## config.mk

```make
export PLATFORM = sky130hd
export DESIGN_NAME = reg_window_write_decoder_flat
export DESIGN_NICKNAME = d
export VERILOG_FILES = /design/src/rtl/reg_window_write_decoder_pkg.sv /design/src/rtl/reg_window_write_decoder_if.sv /design/src/rtl/reg_window_write_decoder_window_addr_map.sv /design/src/rtl/reg_window_write_decoder.sv /design/src/flat_wrapper.sv
export SDC_FILE = /design/constraint.sdc
export NUM_CORES = 1
export LEC_CHECK = 0
export ABC_CLOCK_PERIOD_IN_PS = 15100
export CAP_MARGIN = 5
export CORE_ASPECT_RATIO = 1.2
export CORE_MARGIN = 5
export CORE_UTILIZATION = 35
export CTS_CLUSTER_SIZE = 10
export DETAILED_ROUTE_END_ITERATION = 8
export PLACE_DENSITY_LB_ADDON = 0.12
export SYNTH_ARGS = -nofsm -noshare
export SYNTH_HDL_FRONTEND = slang
export SYNTH_SLANG_ARGS = --single-unit
```

## constraint.sdc

```tcl
create_clock -name clk -period 15.1 [get_ports clk]
set_input_delay 3.775 -clock clk [delete_from_list [all_inputs] [get_ports clk]]
set_output_delay 3.775 -clock clk [all_outputs]
set_load 0.02 [all_outputs]
```

## src/rtl/reg_window_write_decoder_pkg.sv

```systemverilog
// Shared definitions for the SPARC register-window write decoder.
// Contents: default sizing constants, index widths, window-operation enum,
// and modular CWP increment/decrement helpers used by the top level.
package reg_window_pkg;

  localparam int NWINDOWS_DEFAULT  = 3;
  localparam int PHYS_REGS_DEFAULT = 64;
  localparam int NUM_GLOBALS       = 8;
  localparam int WINDOW_STRIDE     = 16;
  localparam int ARCH_W            = 5;
  localparam int PHYS_W            = 6;
  localparam int CWP_W             = 5;

  typedef logic [ARCH_W-1:0] arch_idx_t;
  typedef logic [PHYS_W-1:0] phys_idx_t;
  typedef logic [CWP_W-1:0]  cwp_t;

  // Requested window rotation after save/restore arbitration.
  typedef enum logic [1:0] {
    WOP_NONE    = 2'd0,
    WOP_SAVE    = 2'd1,
    WOP_RESTORE = 2'd2
  } win_op_t;

  // RESTORE direction: (c + 1) mod nwin, with nwin the window count.
  function automatic cwp_t cwp_inc(input cwp_t c, input cwp_t nwin);
    cwp_t r;
    if (c == nwin - cwp_t'(1)) r = '0;
    else                       r = c + cwp_t'(1);
    return r;
  endfunction

  // SAVE direction: (c + nwin - 1) mod nwin.
  function automatic cwp_t cwp_dec(input cwp_t c, input cwp_t nwin);
    cwp_t r;
    if (c == '0) r = nwin - cwp_t'(1);
    else         r = c - cwp_t'(1);
    return r;
  endfunction

endpackage

```

## src/rtl/reg_window_write_decoder_if.sv

```systemverilog
// Bus bundle between a register-write requester and the window decoder.
// master: drives write requests, window ops and CWP/WIM loads; observes
//         the one-hot enable, aligned data, CWP/WIM state and trap pulses.
// slave : the decoder side of the same signals.
interface reg_window_write_decoder_if #(
  parameter int NWINDOWS  = 3,
  parameter int PHYS_REGS = 64,
  parameter int DATA_W    = 32
);
  logic                 wr_en;
  logic [4:0]           wr_addr;
  logic [DATA_W-1:0]    wr_data;
  logic                 save;
  logic                 restore;
  logic                 wr_cwp;
  logic [4:0]           cwp_in;
  logic                 wr_wim;
  logic [NWINDOWS-1:0]  wim_in;
  logic [PHYS_REGS-1:0] we;
  logic [DATA_W-1:0]    wdata;
  logic [4:0]           cwp;
  logic [NWINDOWS-1:0]  wim;
  logic                 trap_overflow;
  logic                 trap_underflow;

  modport master (
    output wr_en, wr_addr, wr_data, save, restore, wr_cwp, cwp_in, wr_wim, wim_in,
    input  we, wdata, cwp, wim, trap_overflow, trap_underflow
  );

  modport slave (
    input  wr_en, wr_addr, wr_data, save, restore, wr_cwp, cwp_in, wr_wim, wim_in,
    output we, wdata, cwp, wim, trap_overflow, trap_underflow
  );
endinterface

```

## src/rtl/reg_window_write_decoder_window_addr_map.sv

```systemverilog
// Combinational architectural-to-physical register index map.
// Inputs : cwp (current window pointer), arch_addr (r0..r31).
// Outputs: phys_idx (physical register index), valid (low for r0 and for
//          any index outside the populated physical range).
// Globals r0..r7 map straight through; r8..r31 map into a circular span of
// WINDOW_STRIDE*NWINDOWS registers so the ins of window w alias the outs of
// window w+1.
module window_addr_map
  import reg_window_pkg::*;
#(
  parameter int NWINDOWS = NWINDOWS_DEFAULT
) (
  input  cwp_t      cwp,
  input  arch_idx_t arch_addr,
  output phys_idx_t phys_idx,
  output logic      valid
);

  localparam int SPAN = WINDOW_STRIDE * NWINDOWS;
  localparam int USED = NUM_GLOBALS + SPAN;

  logic [10:0] win_off;
  logic [10:0] phys_full;

  always_comb begin
    win_off   = '0;
    phys_full = '0;
    if (arch_addr < arch_idx_t'(NUM_GLOBALS)) begin
      phys_full = {6'd0, arch_addr};
    end else begin
      // cwp < NWINDOWS and (r-8) < 24 keep the sum below 2*SPAN, so a single
      // conditional subtract replaces a general modulo.
      win_off = {2'd0, cwp, 4'd0} + {6'd0, arch_addr - arch_idx_t'(NUM_GLOBALS)};
      if (win_off >= 11'(SPAN)) win_off = win_off - 11'(SPAN);
      phys_full = win_off + 11'(NUM_GLOBALS);
    end
    phys_idx = phys_full[PHYS_W-1:0];
    valid    = (arch_addr != '0) && (phys_full < 11'(USED));
  end

endmodule

```

## src/rtl/reg_window_write_decoder.sv

```systemverilog
// Register-window write decoder.
// Ports: clk, reset (synchronous, active-high), bus (slave modport of
//        reg_window_write_decoder_if) carrying the write request, SAVE/RESTORE,
//        CWP/WIM loads, the registered one-hot write enable with aligned data,
//        current CWP/WIM, and single-cycle overflow/underflow trap pulses.
// A write request is decoded against the CWP held before the edge and appears
// as a one-hot enable one cycle later.
module reg_window_write_decoder
  import reg_window_pkg::*;
#(
  parameter int NWINDOWS  = NWINDOWS_DEFAULT,
  parameter int PHYS_REGS = PHYS_REGS_DEFAULT,
  parameter int DATA_W    = 32
) (
  input  logic                      clk,
  input  logic                      reset,
  reg_window_write_decoder_if.slave bus
);

  localparam cwp_t NW5 = cwp_t'(NWINDOWS);

  logic [PHYS_REGS-1:0] we_p1;
  logic [DATA_W-1:0]    wdata_p1;
  cwp_t                 cwp_q;
  logic [NWINDOWS-1:0]  wim_q;
  logic                 trap_ovf_q;
  logic                 trap_unf_q;

  phys_idx_t            phys_idx;
  logic                 map_valid;
  logic [PHYS_REGS-1:0] we_next;
  win_op_t              win_op;
  cwp_t                 cwp_target;
  logic [NWINDOWS-1:0]  wim_shifted;
  logic                 target_invalid;

  window_addr_map #(.NWINDOWS(NWINDOWS)) u_map (
    .cwp       (cwp_q),
    .arch_addr (bus.wr_addr),
    .phys_idx  (phys_idx),
    .valid     (map_valid)
  );

  always_comb begin
    we_next = '0;
    if (bus.wr_en && map_valid) we_next = PHYS_REGS'(1) << phys_idx;
  end

  // save and restore together cancel out.
  always_comb begin
    win_op = WOP_NONE;
    if (bus.save && !bus.restore)      win_op = WOP_SAVE;
    else if (bus.restore && !bus.save) win_op = WOP_RESTORE;
  end

  // Validity is judged against the WIM held before the edge, so a same-cycle
  // wr_wim never affects the rotation check.
  always_comb begin
    cwp_target     = (win_op == WOP_SAVE) ? cwp_dec(cwp_q, NW5) : cwp_inc(cwp_q, NW5);
    wim_shifted    = wim_q >> cwp_target;
    target_invalid = wim_shifted[0];
  end

  // Stage p0 -> p1: registered enable/data, CWP/WIM state, trap pulses.
  always_ff @(posedge clk) begin
    if (reset) begin
      we_p1      <= '0;
      wdata_p1   <= '0;
      cwp_q      <= '0;
      wim_q      <= '0;
      trap_ovf_q <= 1'b0;
      trap_unf_q <= 1'b0;
    end else begin
      trap_ovf_q <= 1'b0;
      trap_unf_q <= 1'b0;
      we_p1      <= we_next;
      if (bus.wr_en) wdata_p1 <= bus.wr_data;
      if (bus.wr_wim) wim_q <= bus.wim_in;

      // An out-of-range wr_cwp is dropped but still blocks save/restore.
      if (bus.wr_cwp) begin
        if (bus.cwp_in < NW5) cwp_q <= bus.cwp_in;
      end else begin
        case (win_op)
          WOP_SAVE: begin
            if (target_invalid) trap_ovf_q <= 1'b1;
            else                cwp_q      <= cwp_target;
          end
          WOP_RESTORE: begin
            if (target_invalid) trap_unf_q <= 1'b1;
            else                cwp_q      <= cwp_target;
          end
          default: ;
        endcase
      end
    end
  end

  assign bus.we             = we_p1;
  assign bus.wdata          = wdata_p1;
  assign bus.cwp            = cwp_q;
  assign bus.wim            = wim_q;
  assign bus.trap_overflow  = trap_ovf_q;
  assign bus.trap_underflow = trap_unf_q;

endmodule

```

## src/flat_wrapper.sv

```systemverilog
// flat-port wrapper written by rule: the top's interface ports become plain ports
module reg_window_write_decoder_flat import reg_window_pkg::*;
#(
  parameter int NWINDOWS  = NWINDOWS_DEFAULT,
  parameter int PHYS_REGS = PHYS_REGS_DEFAULT,
  parameter int DATA_W    = 32
)
  (clk, reset, bus_wr_en, bus_wr_addr, bus_wr_data, bus_save, bus_restore, bus_wr_cwp, bus_cwp_in, bus_wr_wim, bus_wim_in, bus_we, bus_wdata, bus_cwp, bus_wim, bus_trap_overflow, bus_trap_underflow);
  reg_window_write_decoder_if #(.NWINDOWS(NWINDOWS), .PHYS_REGS(PHYS_REGS), .DATA_W(DATA_W)) bus_i ();
  input  logic clk;
  input  logic reset;
  input wire logic [$bits(bus_i.wr_en)-1:0] bus_wr_en;
  input wire logic [$bits(bus_i.wr_addr)-1:0] bus_wr_addr;
  input wire logic [$bits(bus_i.wr_data)-1:0] bus_wr_data;
  input wire logic [$bits(bus_i.save)-1:0] bus_save;
  input wire logic [$bits(bus_i.restore)-1:0] bus_restore;
  input wire logic [$bits(bus_i.wr_cwp)-1:0] bus_wr_cwp;
  input wire logic [$bits(bus_i.cwp_in)-1:0] bus_cwp_in;
  input wire logic [$bits(bus_i.wr_wim)-1:0] bus_wr_wim;
  input wire logic [$bits(bus_i.wim_in)-1:0] bus_wim_in;
  output wire logic [$bits(bus_i.we)-1:0] bus_we;
  output wire logic [$bits(bus_i.wdata)-1:0] bus_wdata;
  output wire logic [$bits(bus_i.cwp)-1:0] bus_cwp;
  output wire logic [$bits(bus_i.wim)-1:0] bus_wim;
  output wire logic [$bits(bus_i.trap_overflow)-1:0] bus_trap_overflow;
  output wire logic [$bits(bus_i.trap_underflow)-1:0] bus_trap_underflow;
  assign bus_i.wr_en = bus_wr_en;
  assign bus_i.wr_addr = bus_wr_addr;
  assign bus_i.wr_data = bus_wr_data;
  assign bus_i.save = bus_save;
  assign bus_i.restore = bus_restore;
  assign bus_i.wr_cwp = bus_wr_cwp;
  assign bus_i.cwp_in = bus_cwp_in;
  assign bus_i.wr_wim = bus_wr_wim;
  assign bus_i.wim_in = bus_wim_in;
  assign bus_we = bus_i.we;
  assign bus_wdata = bus_i.wdata;
  assign bus_cwp = bus_i.cwp;
  assign bus_wim = bus_i.wim;
  assign bus_trap_overflow = bus_i.trap_overflow;
  assign bus_trap_underflow = bus_i.trap_underflow;
  reg_window_write_decoder #(.NWINDOWS(NWINDOWS), .PHYS_REGS(PHYS_REGS), .DATA_W(DATA_W)) u_core (.clk(clk), .reset(reset), .bus(bus_i));
endmodule
```

Word level (Yosys, flattened, before mapping)
Index checks and enable logic that the tools add are counted.
- add/sub/neg operators: 6
- order comparisons: 4
- equality and inequality tests: 5
- shift operators: 2
- multiplexer cells: 13
- bitwise gates (word level): 3
- reduce and logical (&&, ||, !) cells: 14
- operators with widths (operator ; count):
    $shl A1 B6 Y64 const A ; 1
    $mux W5 ; 7
    $mux W11 ; 3
    $add A11 B4 Y11 const B ; 1
    $lt A11 B6 Y1 const B ; 1
    $sub A10 B6 Y11 const B ; 1
    $add A9 B5 Y10 ; 1
    $ge A10 B6 Y1 const B ; 1
    $reduce_or A3 Y1 ; 2
    $add A5 B1 Y5 const B ; 1
    $eq A5 B2 Y1 const B ; 1
    $logic_not A5 Y1 ; 1
    $lt A5 B2 Y1 const B ; 1
    $lt A5 B4 Y1 const B ; 1
    $reduce_bool A5 Y1 ; 1
    $shr A3 B5 Y1 ; 1
    $sub A5 B1 Y5 const B ; 1
    $sub A5 B4 Y5 const B ; 1
    $logic_and A1 B1 Y1 ; 4
    $mux W2 ; 2
    $reduce_or A2 Y1 ; 2
    $not A1 Y1 ; 3
    $reduce_and A3 Y1 ; 1
    $eq A2 B1 Y1 const B ; 1
    6 further kinds ; 7
- register bits after elaboration: 106
- input bits: 52
- output and inout bits: 106
- word-level logic and storage cells: 53

Longest topological paths before layout
- depth after elaboration: 12
- gate-level depth with buffers: 19
- depth with buffers taken out: 17

Hierarchy
Synthesis repeated with hierarchy kept, for this count alone.
- cells, all modules: 428
- area, all modules: 4156.5 sq um
- by module, submodules not included (module ; times used ; cells each ; area each (sq um) ; seq. area each (sq um)):
    reg_window_write_decoder ; 1 ; 371 ; 3759.9 ; 2122.0
    window_addr_map ; 1 ; 57 ; 396.6 ; 0.0

Worst setup path before layout
OpenSTA, ideal clock, no wires.
- path kind: input port to flip-flop
- from: in bus_wr_addr[3]
- to: reg u_core.we_p1[36] (netlist: u_core.bus.we[36])
- library setup time: 92 ps
- arrival: 7706 ps
- required time: 15008 ps
- slack: 7303 ps
- cell stages on the path: 19
- path buffers: 2
- cells stage by stage: clkbuf_1 > inv_1 > ha_1 > inv_1 > ha_1 > ha_1 > and2_4 > o2111a_1 > nand3_1 > xor2_1 > ha_1 > mux2i_2 > o21ai_0 > a21boi_0 > o22ai_1 > a211oi_2 > nand3_2 > buf_2 > nor4_1
- word-level cells in the longest chain between the ends: 12
- elaborated cells on any way between the ends: 16
- classes of those cells: add/sub: 4; order compare: 3; shift: 1; mux: 3; bitwise: 1; reduce/logical: 4
- ends and longest elaborated chain (element ; line ; RTL):
    start: declaration ; flat_wrapper.sv:13 ; input wire logic [$bits(bus_i.wr_addr)-1:0] bus_wr_addr;
    $sub A5 B4 Y5 ; reg_window_write_decoder_window_addr_map.sv:33 ; win_off = {2'd0, cwp, 4'd0} + {6'd0, arch_addr - arch_idx_t'(NUM_GLOBALS)};
    $add A9 B5 Y10 ; reg_window_write_decoder_window_addr_map.sv:33 ;
    $sub A10 B6 Y11 / $ge A10 B6 Y1 (equally long branches) ; reg_window_write_decoder_window_addr_map.sv:34 ; if (win_off >= 11'(SPAN)) win_off = win_off - 11'(SPAN);
    $mux W11 ; reg_window_write_decoder_window_addr_map.sv:34 ;
    $mux W11 ; reg_window_write_decoder_window_addr_map.sv:28 ; if (arch_addr < arch_idx_t'(NUM_GLOBALS)) begin
    $add A11 B4 Y11 ; reg_window_write_decoder_window_addr_map.sv:35 ; phys_full = win_off + 11'(NUM_GLOBALS);
    $mux W11 ; reg_window_write_decoder_window_addr_map.sv:28 ;
    $lt A11 B6 Y1 ; reg_window_write_decoder_window_addr_map.sv:38 ; valid = (arch_addr != '0) && (phys_full < 11'(USED));
    $logic_and A1 B1 Y1 ; reg_window_write_decoder_window_addr_map.sv:38 ;
    $logic_and A1 B1 Y1 ; reg_window_write_decoder.sv:46 ; if (bus.wr_en && map_valid) we_next = PHYS_REGS'(1) << phys_idx;
    $not A1 Y1 (no line) ; - ;
    $reduce_or A2 Y1 (no line) ; - ;
    end signal: assignment ; reg_window_write_decoder.sv:76 ; we_p1 <= we_next;
    end: declaration ; reg_window_write_decoder.sv:22 ; logic [PHYS_REGS-1:0] we_p1;
Parallel ways exist; a longest one is shown, timed or not. The select of a mux whose other input is x is not followed.
A chain may end at the register's enable or synchronous reset.

Worst setup path after layout
- from: in bus_wr_addr[3]
- to: reg u_core.we_p1[55] (netlist: u_core.bus.we[55])
The elaborated chain is that of the path after synthesis.

==> flow_summary.ini <==
[clocking]
hold_buffers = 0
cts_root_buf = clkbuf_16
path_clk_slew_ns = 0.08
htreeDepth = 3
cts_resized = 0
cts_max_path_buffers = 2
cts_buffers = 9
postCtsSetupBuffers = 0
cts_tree = done
clkSinkCount = 106
clock_latency_ns = 0.34

[floorplanning]
start_util = 0.359
core_area_um2 = 11700
dieArea_um2 = 14300
dieWidth_um = 110
ioPinCount = 158
dieHeight_um = 130
rows = 43

[route]
first_pass_iters = 4
postRouteAntennaNets = 0
wire_per_inst_um = 15.2
wl_um = 11400
vias_per_cell = 4.86
vias = 3637
drc = 0
drt_first_iter_violations = 153

[yosys]
synth.most_common_cell = dfxtp_1
syn_inst = 435
ys_warn_count = 0
synth_top_area_frac = 0.506
ys.flop_type = dfxtp_1
yosys.area.top_type = dfxtp_1
synth_edf_count = 0
async_reset_ff_frac = 0
syn_area_um2 = 4190
synth_common_cells = 106 x dfxtp_1, 52 x nor2_1, 43 x mux2i_1, 39 x nor3_1, 29 x nand2_1
synth_seq_area_share = 0.506
synth_area_leaders = dfxtp_1 51%, mux2i_1 10%, nor3_1 4.7%
synth_cell_types = 56
synth-seq-cells = 106
syn_area_per_cell_um2 = 9.64

[power]
p_sw_frac = 0.316
p_leak_nw = 2.38
ir_worst_vdd_mv = 0.0603
intPower_mw = 0.466
p_total_mw = 0.682
p_clk_frac = 0.344
seqPwrFrac = 0.433
power.switching_mw = 0.216
powerDensity_nw_per_um2 = 110
pwr-share-comb = 0.223

[timing]
fin_crit_ns = 9.12
finalCritPeriodShare = 0.604
fmax_mhz = 110
setup_ws_ns = 5.98
slew_headroom = 0.199
timing.hold.ws_ns = 0.495
finClkSkew_ns = 0.00352
rsz0062_at_grt = no
finalSetupViolations = 0
timing.final.max_slew_violations = 0
setup_tns_ns = 0
worst_slew_pin_slew_ns = 1.20
hold_violations = 0

[global_route]
antenna_found_initial = 0
grt_pass1_wl_um = 17900
grt_max_degree = 46
overflow = 0
grt_pass1_vias = 3610
grt_usage = 0.157

[worst_hold_path]
hp-start = u_core.bus.wdata[0]
hold_end = u_core.bus.wdata[0]
min_path_cells = 2
hold_path_class = register to register

[place]
hpwl_um = 8580
io_buffers = 157
post-place-ws_ns = 5.68
gpl.final_weighted_congestion = 0.829

[layout]
multi_input_area_um2 = 1950
antennaDiodeCount = 0
layout-drive-gt1-share = 0.0592
regArea_um2 = 2120
nets = 648
area_delta_synth_final_pct = 48.0
fill_cells = 1113

[flow_run]
cap_violations = 0

[setup_path]
r2r_slack_ns = 10.07
worstReg2RegEnd = u_core.bus.we[55]
startpoint_type = input pin
crit_arrival_ns = 9.36
ff2ff_path_depth = 14
crit_type = input pin to register
worstPathMaxFanout = 24
r2r-start = u_core.bus.cwp[0]
crit_required_ns = 15.34
endpoint_kind = register

[run_status]
status = finished clean
## worst max-delay path, cell delays in order
cell,delay [ns]
clkdlybuf4s50_1,0.71
inv_1,0.19
ha_1,0.32
inv_1,0.06
ha_1,0.28
ha_1,0.33
and2_4,0.20
o2111a_1,0.32
nand3_1,0.19
xor2_1,0.19
ha_1,0.35
mux2i_2,0.77
o21ai_0,0.17
a21boi_0,0.20
o22ai_1,0.12
a211oi_2,0.36
nand3_2,0.43
nor4_1,0.38
## power groups by stage
stage               clock (mW)  sequential, mW  combinational (mW)
floorplan                    0           0.310              0.0928
global placement             0           0.301               0.150
detailed placement           0           0.302               0.151
CTS                      0.241           0.295               0.152
global route             0.253           0.297               0.165
finish                   0.234           0.295               0.152
## metrics by stage
stage,cells,instance area [µm²],utilization
finish,748,6210,0.532
CTS,748,6210,0.532
global route,748,6210,0.532
floorplan,442,4220,-
detailed placement,732,5900,0.505
global placement,732,5900,0.505
## cell families (layout without fill, tap and decap cells)
logic type,Yosys count,count (layout),synth area share
AND/OR/NAND/NOR,187,187,0.227
flip-flops,106,106,0.506
multiplexers,46,46,0.111
AO/OA/AOI/OAI,42,42,0.0761
buffers and inverters,39,188,0.0367
adder cells (fa/ha/maj),10,10,0.0298
XOR/XNOR,4,4,0.0119
other,1,8,0.000894
## final cells by class
type	instances	share of cell area
Clock buffer	9	0.0363
Inverter	13	0.00786
Clock inverter	7	0.0137
Timing Repair Buffer	159	0.255
Multi-Input combinational cell	297	0.314
Sequential cell	106	0.342
Tap cell	157	0.0316
## per-layer routing
metal / vias to the layer above / GRT usage / share of wire
met5: - / 0 / 0
met4: 0 / 0.0499 / 0.013
met3: 13 / 0.0485 / 0.079
met2: 123 / 0.276 / 0.51
met1: 1666 / 0.179 / 0.40
li1: 1835 / - / -
## registers in the layout (all words and copies together) (netlist names)
register and cells:
u_core.bus.cwp 5, u_core.bus.trap_overflow 1, u_core.bus.trap_underflow 1, u_core.bus.wdata 32, u_core.bus.we 64, u_core.bus.wim 3
## placed cells by master, fill, tap and decap left out, types with 5 or more instances in the layout
cell type,count
clkdlybuf4s50_1,156
dfxtp_1,106
nor2_1,52
mux2i_1,43
nor3_1,39
nand2_1,29
nor4_1,18
inv_1,13
nand3_1,11
ha_1,10
clkbuf_16,9
conb_1,8
nor2b_1,6
nand2b_1,6
a21oi_1,6
o21ai_0,5
## worst max-delay path by stage
stage	start	to	slack (ns)	depth (start not counted)
final	bus_wr_addr[3]	u_core.bus.we[55]	5.98	18
after global routing	bus_wr_addr[3]	u_core.bus.we[39]	5.42	18
after CTS	bus_wr_addr[3]	u_core.bus.we[39]	6.02	18
after detailed placement	bus_wr_addr[3]	u_core.bus.we[39]	5.68	18
after global placement	bus_wr_addr[3]	u_core.bus.we[55]	5.89	18
after floorplan	bus_wr_addr[3]	u_core.bus.we[36]	7.30	19
(Power assumes the default switching activity.)
==> variant: new RTL, same flow settings <==
Make the reset (`reset`) asynchronous in one clocked block.
--- a/src/rtl/reg_window_write_decoder.sv
+++ b/src/rtl/reg_window_write_decoder.sv
@@ -62,7 +62,7 @@
   end
 
   // Stage p0 -> p1: registered enable/data, CWP/WIM state, trap pulses.
-  always_ff @(posedge clk) begin
+  always_ff @(posedge clk or posedge reset) begin
     if (reset) begin
       we_p1      <= '0;
       wdata_p1   <= '0;
Check against the original RTL: differs if reset is asserted again (counterexample within 4 cycles, from zero or initial values and one cycle with reset high); with reset held inactive, the same outputs for 10 cycles.
==> variant against the original RTL <==
  * Register-to-register slack improved by 0.87 ns
  * Final area increased by 9.1%
  * Wire length increased by 8.0%
  * Sequential cell count unchanged
  * Setup slack improved by 0.84 ns
  * Synthesized cell count decreased by 8.0%
  * Area after synthesis increased by 14%
  * Largest cell class unchanged
Power is not compared: it rests on default switching activity, and its combinational part moved more than twofold at a synthesized area within 25%.
==> variant: results (changes against the original RTL) <==
Worst hold path
  – Hold Path Class: flip-flop to flip-flop (unchanged)
  – Hold path endpoint: u_core.bus.wdata[11] (was u_core.bus.wdata[0])
  – Hold depth: 1 (was 2)
  – Worst hold start: u_core.bus.wdata[11] (was u_core.bus.wdata[0])

Clocking
  – Clock Tree Buf Depth: 2 (unchanged)
  – Number of H-tree levels: 3 (unchanged)
  – CTS resizes: 0 (unchanged)
  – Clk slew on worst S/H paths: 0.08 ns (about the same)
  – Hold_buf cts: 0 (unchanged)
  – Num CTS Buffers: 9 (unchanged)
  – CTS Root Cell: clkbuf_16 (unchanged)

Critical path
  – Depth of the most critical reg-to-reg path: 13 (was 14)
  – Slowest CP cell: clkdlybuf4s50_1 (was mux2i_2)
  – CP Data Arrival Time: 8.52 ns (was 9.36 ns)
  – Max stage delay on crit path: 0.69 ns (was 0.77 ns)
  – Crit Path Max Fanout: 13 (was 24)
  – Setup slack, reg-to-reg: 10.94 ns (was 10.07 ns)
  – Reg-to-Reg Start: u_core.bus.cwp[0] (unchanged)
  – RR Endpoint: u_core.bus.we[33] (was u_core.bus.we[55])

GRT
  – First-pass GRT wire length: 19900 microns (was 17900 microns)
  – Initial antenna violation count: 0 (unchanged)
  – Vias in the first global route: 3905 (was 3610)
  – Total global routing track utilization: 0.157 (about the same)
  – Largest net degree at the start of global routing: 77 (was 46)

Layout
  – Layout cell share with drive strength beyond 1: 0.141 (was 0.0592)
  – Nets: 610 (was 648)
  – Max reg flops: 64 (unchanged)
  – Non-filler cells, final: 721 (was 748)
  – Inserted Diodes: 0 (unchanged)

Detailed routing
  – Vias: 3709 (was 3637)
  – Final Routed Wirelength: 12300 microns (was 11400 microns)
  – Iter 0 DRT Violations: 139 (was 153)
  – Pre-antenna DRT Iters: 4 (unchanged)

Yosys
  – Synth area leaders: dfrtp_1, mux2_2, nor3_1 (was dfxtp_1, mux2i_1, nor3_1)
  – Post-synthesis cell type count: 63 (was 56)
  – Post-synthesis average cell area: 11.9 sq um (was 9.64 sq um)
  – Seq/Total Area, Yosys: 0.556 (was 0.506)
  – Post-synth top flop: dfrtp_1 (was dfxtp_1)
  – Ys Warns: 0 (unchanged)
  – Top cells by count, synth: dfrtp_1, mux2_2, nor3_1 (was dfxtp_1, nor2_1, mux2i_1)
  – Asr flop ratio synth: 1.00 (was 0)

Status
  – Outcome: completed (unchanged)

STA
  – Clk_skew: 0.0107 ns (was 0.00352 ns)
  – Relative slew slack: 0.386 (was 0.199)

Place
  – Inst Count DP: 705 (was 732)
  – Gpl congestion: 0.853 (was 0.829)
  – DP HPWL: 9160 microns (was 8580 microns)

Power
  – Lkg Pwr: roughly 2.8 nW
  – Sw Share: 0.416
  – Peak supply drop: 0.0658 mV
-- variant: cell count changes in the layout (fill, tap and decap cells not counted), moves of 4 or more --
cell	before	now
a21oi_1	6	10
and2_1	3	8
dfrtp_1	0	106
dfxtp_1	106	0
mux2_2	2	36
mux2i_1	43	6
nand2_1	29	23
nand2b_1	6	2
nand3_1	11	5
nand4_1	3	11
nor2_1	52	7
nor3_1	39	35
nor4_2	0	6
o21ai_0	5	11
-- variant: logic make-up after synthesis --
kind of cell	after synthesis	share of synthesized area
adders and majority gates	10	0.0262
DFF	106	0.556
buffers and inverters	43	0.0427
muxes	45	0.105
AOI/OAI and AO/OA	48	0.0742
other	1	0.000786
xor gates and xnor gates	5	0.0121
and+or+nand+nor	142	0.184
-- variant: metrics by stage --
| stage | power, mW | hold WS, ns | setup slack [ns] | cell area (sq um) | util |
|---|---|---|---|---|---|
| after floorplan | 0.655 | 0.636 | 7.47 | 4800 | - |
| after global placement | 0.769 | 0.489 | 6.68 | 6460 | 0.486 |
| after detailed placement | 0.771 | 0.495 | 6.47 | 6460 | 0.486 |
| after CTS | 1.01 | 0.515 | 6.84 | 6770 | 0.509 |
| after global routing | 1.07 | 0.531 | 6.41 | 6770 | 0.509 |
| final | 1.00 | 0.509 | 6.82 | 6770 | 0.509 |
-- variant: worst max path at each step --
stage                   startpoint           endpoint  slack (ns)  cells past startpoint
CTS                 bus_wr_addr[3]  u_core.bus.we[33]        6.84                     17
finish              bus_wr_addr[3]  u_core.bus.we[33]        6.82                     17
global route        bus_wr_addr[3]  u_core.bus.we[44]        6.41                     17
global placement    bus_wr_addr[3]  u_core.bus.we[44]        6.68                     17
floorplan           bus_wr_addr[3]  u_core.bus.we[11]        7.47                     19
detailed placement  bus_wr_addr[3]  u_core.bus.we[36]        6.47                     17
-- variant: layout make-up --
cell class	count	area, sq um
Fill cell	1254	6530
Clock inverter	7	85.1
Multi-Input combinational cell	258	1950
Tap cell	168	210
Sequential cell	106	2650
Timing Repair Buffer	160	1590
Inverter	13	51.3
Clock buffer	9	225
-- variant: critical path: cells and delay by family --
family | cells | cell delay (ns)
simple gates | 6 | 1.97
fa+ha+maj | 4 | 1.12
buf+inv | 3 | 0.93
mux | 1 | 0.29
compound gates | 2 | 0.24
xor+xnor | 1 | 0.15
-- variant: metal layers --
metal	GRT usage	wire, microns	share of wire	vias up
met3	0.0463	1050	0.085	17
met1	0.189	4900	0.40	1802
met4	0.0567	253	0.021	0
met5	0	0	0	-
met2	0.266	6110	0.50	140
li1	-	-	-	1750
-- variant: power groups by stage --
stage	clock, mW	combinational [mW]	sequential [mW]
CTS	0.240	0.429	0.340
global route	0.249	0.473	0.345
finish	0.232	0.429	0.339
detailed placement	0	0.426	0.345
global placement	0	0.425	0.345
floorplan	0	0.305	0.349
